[config.mk]
export PLATFORM = sky130hd
export DESIGN_NAME = eaglesong_squeeze_seq
export DESIGN_NICKNAME = d
export VERILOG_FILES = /design/src/rtl/eaglesong_pkg.sv /design/src/rtl/eaglesong_byte_select.sv /design/src/rtl/eaglesong_squeeze_seq.sv
export SDC_FILE = /design/constraint.sdc
export NUM_CORES = 1
export LEC_CHECK = 0
export CAP_MARGIN = 20
export CORE_AREA = 2 2 207 209
export CTS_CLUSTER_DIAMETER = 150
export DETAILED_ROUTE_END_ITERATION = 7
export DIE_AREA = 0 0 209 211
export SLEW_MARGIN = 20
export SYNTH_ARGS = -nofsm -noshare
export SYNTH_HDL_FRONTEND = slang
export SYNTH_SLANG_ARGS = --single-unit
[constraint.sdc]
create_clock -name clk -period 6.05 [get_ports clk]
set_input_delay 1.21 -clock clk [delete_from_list [all_inputs] [get_ports clk]]
set_output_delay 1.21 -clock clk [all_outputs]
set_load 0.01 [all_outputs]
[src/rtl/eaglesong_pkg.sv]
// Shared Eaglesong types and constants used by the absorb and squeeze stages.
package eaglesong_pkg;

  localparam int unsigned RATE_WORDS = 8;
  localparam int unsigned RATE_BYTES = 32;
  localparam logic [7:0]  DELIM_BYTE = 8'h06;

  typedef logic [RATE_WORDS-1:0][31:0] eaglesong_rate_t;

  typedef enum logic [1:0] {
    SQ_IDLE,
    SQ_WAIT_STATE,
    SQ_EMIT,
    SQ_PERM
  } squeeze_state_e;

endpackage

[src/rtl/eaglesong_byte_select.sv]
// Picks byte idx[1:0] of rate word idx[4:2] from the held rate state.
module eaglesong_byte_select
  import eaglesong_pkg::*;
(
  input  eaglesong_rate_t held,
  input  logic [4:0]      idx,
  output logic [7:0]      out_byte
);

  always_comb begin
    out_byte = held[idx[4:2]][{idx[1:0], 3'b000} +: 8];
  end

endmodule

[src/rtl/eaglesong_squeeze_seq.sv]
// Eaglesong squeeze stage: serialises held rate words into a digest byte stream.
// Optional EAGLESONG_SQUEEZE_DIGEST_REG_EN adds a 256-bit first-block digest register.
module eaglesong_squeeze_seq
  import eaglesong_pkg::*;
#(
  parameter int unsigned MAX_LEN_W = 8
) (
  input  logic                 clk,
  input  logic                 rst_n,
  input  logic                 start,
  input  logic [MAX_LEN_W-1:0] output_length_bytes,
  input  eaglesong_rate_t      state_in,
  input  logic                 state_valid,
  output logic                 state_ready,
  output logic                 perm_req,
  output eaglesong_rate_t      state_out,
  output logic [7:0]           out_byte,
  output logic                 out_valid,
  input  logic                 out_ready,
  output logic                 out_last,
  output logic                 busy
`ifdef EAGLESONG_SQUEEZE_DIGEST_REG_EN
  ,
  output logic [255:0]         digest_256,
  output logic                 digest_valid
`endif
);

  squeeze_state_e       state, state_nxt;
  eaglesong_rate_t      held;
  logic [MAX_LEN_W-1:0] remaining;
  logic [4:0]           byte_idx;
  logic                 xfer;
  logic                 final_byte;

  assign state_out  = held;
  assign xfer       = out_valid && out_ready;
  assign final_byte = (remaining == MAX_LEN_W'(1));

  eaglesong_byte_select u_byte_select (
    .held     (held),
    .idx      (byte_idx),
    .out_byte (out_byte)
  );

  always_ff @(posedge clk or negedge rst_n) begin
    if (!rst_n) begin
      state <= SQ_IDLE;
    end else begin
      state <= state_nxt;
    end
  end

  always_comb begin
    state_nxt   = state;
    state_ready = 1'b0;
    perm_req    = 1'b0;
    out_valid   = 1'b0;
    out_last    = 1'b0;
    busy        = (state != SQ_IDLE);
    case (state)
      SQ_IDLE: begin
        if (start) state_nxt = SQ_WAIT_STATE;
      end
      SQ_WAIT_STATE: begin
        state_ready = 1'b1;
        if (state_valid) state_nxt = SQ_EMIT;
      end
      SQ_EMIT: begin
        out_valid = 1'b1;
        out_last  = final_byte;
        if (out_ready) begin
          if (final_byte) begin
            state_nxt = SQ_IDLE;
          end else if (byte_idx == 5'(RATE_BYTES - 1)) begin
            state_nxt = SQ_PERM;
          end
        end
      end
      SQ_PERM: begin
        perm_req  = 1'b1;
        state_nxt = SQ_WAIT_STATE;
      end
      default: state_nxt = SQ_IDLE;
    endcase
  end

  always_ff @(posedge clk or negedge rst_n) begin
    if (!rst_n) begin
      held      <= '0;
      remaining <= '0;
      byte_idx  <= '0;
    end else begin
      // A zero length request is promoted to a single byte
      if ((state == SQ_IDLE) && start) begin
        remaining <= (output_length_bytes == '0) ? MAX_LEN_W'(1) : output_length_bytes;
        byte_idx  <= '0;
      end
      if (state_ready && state_valid) begin
        held <= state_in;
      end
      if (xfer) begin
        remaining <= remaining - MAX_LEN_W'(1);
        byte_idx  <= byte_idx + 5'd1;
      end
    end
  end

`ifdef EAGLESONG_SQUEEZE_DIGEST_REG_EN
  logic first_blk;

  always_ff @(posedge clk or negedge rst_n) begin
    if (!rst_n) begin
      digest_256   <= '0;
      digest_valid <= 1'b0;
      first_blk    <= 1'b0;
    end else begin
      digest_valid <= 1'b0;
      if ((state == SQ_IDLE) && start) begin
        digest_256 <= '0;
        first_blk  <= 1'b1;
      end
      if (xfer && first_blk) begin
        digest_256[{byte_idx, 3'b000} +: 8] <= out_byte;
        if ((byte_idx == 5'(RATE_BYTES - 1)) || final_byte) begin
          first_blk    <= 1'b0;
          digest_valid <= 1'b1;
        end
      end
    end
  end
`endif

endmodule

==> flow_summary.ini <==
[drt]
num_vias = 9122
antenna_left = 0
wl_um = 53500
first_iter_violations = 507
wl_per_cell_um = 29.2
drc = 0
first_pass_iters = 4
vias_per_cell = 4.97

[job]
drv_cap = 0

[logic_synthesis]
yosys.cell_types.count = 32
synth.top_cell.area_share_pct = 55.1
synth_ff_type = dfrtp_1
avgSynthCellArea_um2 = 16.5
synth_most_common_cell = dfrtp_1
synthAdderAreaFrac_pct = 0.814
synth_compound_area_share_pct = 1.78
ys_warn_count = 0
synth_common_cells = dfrtp_1, mux2_1, mux4_2
synth_edf_count = 0
synth_nets = 1024
synth-async-reset-ratio_pct = 100
synth_top_family_by_area = multiplexers
synth_top_cell_by_area = dfrtp_1
synth_cells = 747
synthSimpleGateAreaFrac_pct = 1.31
synth_area_leaders = dfrtp_1, mux2_1, mux4_2, clkbuf_1, ha_1
synth_mux_area_share_pct = 38.9
yosys_register_bits = 271
synth.cell_area_mm2 = 0.0123
synth-seq-area-share_pct = 55.1
synth_xor_area_share_pct = 0

[critical_path]
crit_fanout = 44
crit_family = multiplexers
reg2reg_from = state[1]$_DFFE_PN0P_
critPathCaptureType = output port
slowest_stage = dfrtp_4
crit_path_frequent_cell = mux4_2
crit_chain = buf_12, mux4_2, mux4_2, mux2_2, clkdlybuf4s50_1
path_class = reg2out
crit_path_start = byte_idx[3]$_DFFE_PN0P_
start_kind = flip-flop
crit_buf_inv = 2
cp.arrival_ps = 3850
critPathMaxStageDelay_ps = 990
crit_required_ps = 4840

[finish]
final.fill_count = 3708
multi_input_area_mm2 = 0.00527
utilization_pct = 46.2
syn2layout_area_growth_pct = 56.8
seq_area_mm2 = 0.00679
nNetsFinal = 1549
drive_above_1_share_pct = 11.6
n_antenna_cell = 0

[global_routing]
antenna_found_initial = 4
track_usage_pct = 24.1
grt_pass1_wl_um = 75500
grt_pass1_vias = 9690
grt_max_degree = 118
grt_overflow_total = 0

[outcome]
status = finished clean

[clocking]
cts-root-buf = clkbuf_16
cts_buffers = 31
cts_sinks = 271
ctsHtreeMaxLevel = 1
cts_buffer_depth = 3
post_cts_buffers = 0
cts_hold_buf = 0
cts.clk_slew.worst_paths_ps = 60
cts_resized = 0
cts_tree = yes
clkLatencyLatePin_ps = 570

[timing]
rsz0062_at_grt = no
fin_crit_ps = 5060
hold_ws_ps = 521
tightest_slew_ps = 995
fin_crit_sh_pct = 83.6
slew_viol_final = 0
fmax_ghz = 0.198
hold_viol_final = 0
relSlewSlack_pct = 33.7
setup_tns_ps = 0
setup_viol = 0
finClkSkew_ps = 8.24
setup_slack_ps = 994

[floorplanning]
die_area_mm2 = 0.0441
coreArea_mm2 = 0.0418
die_x_um = 209
io_pins = 538
start_util_pct = 29.5
die-height_um = 211
rows = 75

[placement]
portBuffers = 537
routabilityCongestion = 0.875
hpwlAfterDp_um = 42300
pre_cts_slack_ps = 1520

[hold_path]
hold_class = reg2reg
hp-start = state_out[251]$_DFFE_PN0P_

[power]
comb_power_share_pct = 43.0
vdd.ir_drop.worst_v = 0.000288
sw_frac_of_total_pct = 37.4
power_leakage_nw = 7.58
clkPwrFrac_pct = 18.3
power_switching_w = 0.00400
pwr-share-seq_pct = 38.7
powerDensity_mw_per_mm2 = 554
p_int_w = 0.00669
==> cells in the final DEF, fill, tap and decap left out, drive strengths merged, types with 2 or more instances in the layout <==
master	netlist	final
ha	8	8
inv	8	8
o221ai	3	3
clkbuf	37	44
nor3	4	4
a22o	2	2
buf	13	6
o221a	3	3
a21oi	9	9
mux4	80	80
nand3	3	3
bufinv	0	4
nor2	8	8
o21ai	9	9
mux2	265	265
or3	3	3
nand4	2	2
dfrtp	271	271
nand2	8	8
clkdlybuf4s50	0	536
clkinv	0	8
==> cell families after synthesis <==
family                   after synthesis
adder cells (fa/ha/maj)                8
AO/OA/AOI/OAI                         32
flip-flops                           271
buffers and inverters                 58
multiplexers                         345
AND/OR/NAND/NOR                       33
==> layer usage <==
metal,global-route usage (%),up-vias,share of wire (%)
met3,5.07,40,6.7
li1,-,3923,-
met2,42.0,364,51
met4,3.92,0,1.2
met5,0,-,0
met1,31.5,4795,42
==> area by class of cell <==
cell class / count / share of cell area [%]
clock inverters: 12 / 0.869
inverters: 8 / 0.156
repair buffers: 542 / 28.3
clock buffers: 44 / 4.59
flip-flops and latches: 271 / 35.2
multi-input cells: 418 / 27.3
well taps: 539 / 3.50
==> power groups by stage <==
stage	clock, W	combinational (W)	sequential, W
floorplan	0	0.00159	0.00375
global placement	0	0.00457	0.00428
CTS	0.00201	0.00465	0.00419
finish	0.00196	0.00459	0.00414
detailed placement	0	0.00461	0.00420
global route	0.00207	0.00486	0.00426
==> path summary, 6_finish.rpt <==
path / end / slack (ps) / cells past startpoint
worst max-delay path: out_byte[3] / 990 / 5
worst min-delay path: state_out[251]$_DFFE_PN0P_ / 520 / 1
worst max register to register: state_out[131]$_DFFE_PN0P_ / 3460 / 5
worst min register to register: state_out[251]$_DFFE_PN0P_ / 520 / 1
max in group asynchronous: byte_idx[3]$_DFFE_PN0P_ / 3970 / 2
min in group asynchronous: state_out[124]$_DFFE_PN0P_ / 650 / 1
==> stage by stage <==
step,instances,cell area [um^2],power [W]
6_report,1834,19300,0.0107
3_5_place_dp,1778,18200,0.00881
3_3_place_gp,1778,18200,0.00885
4_1_cts,1834,19300,0.0108
2_1_floorplan,747,12300,0.00534
5_1_grt,1834,19300,0.0112
==> registers in the layout, summed over array words and instances (netlist names) <==
register and cells:
remaining 8, state_out 256, byte_idx 5, state 2
(Power assumes the default switching activity.)
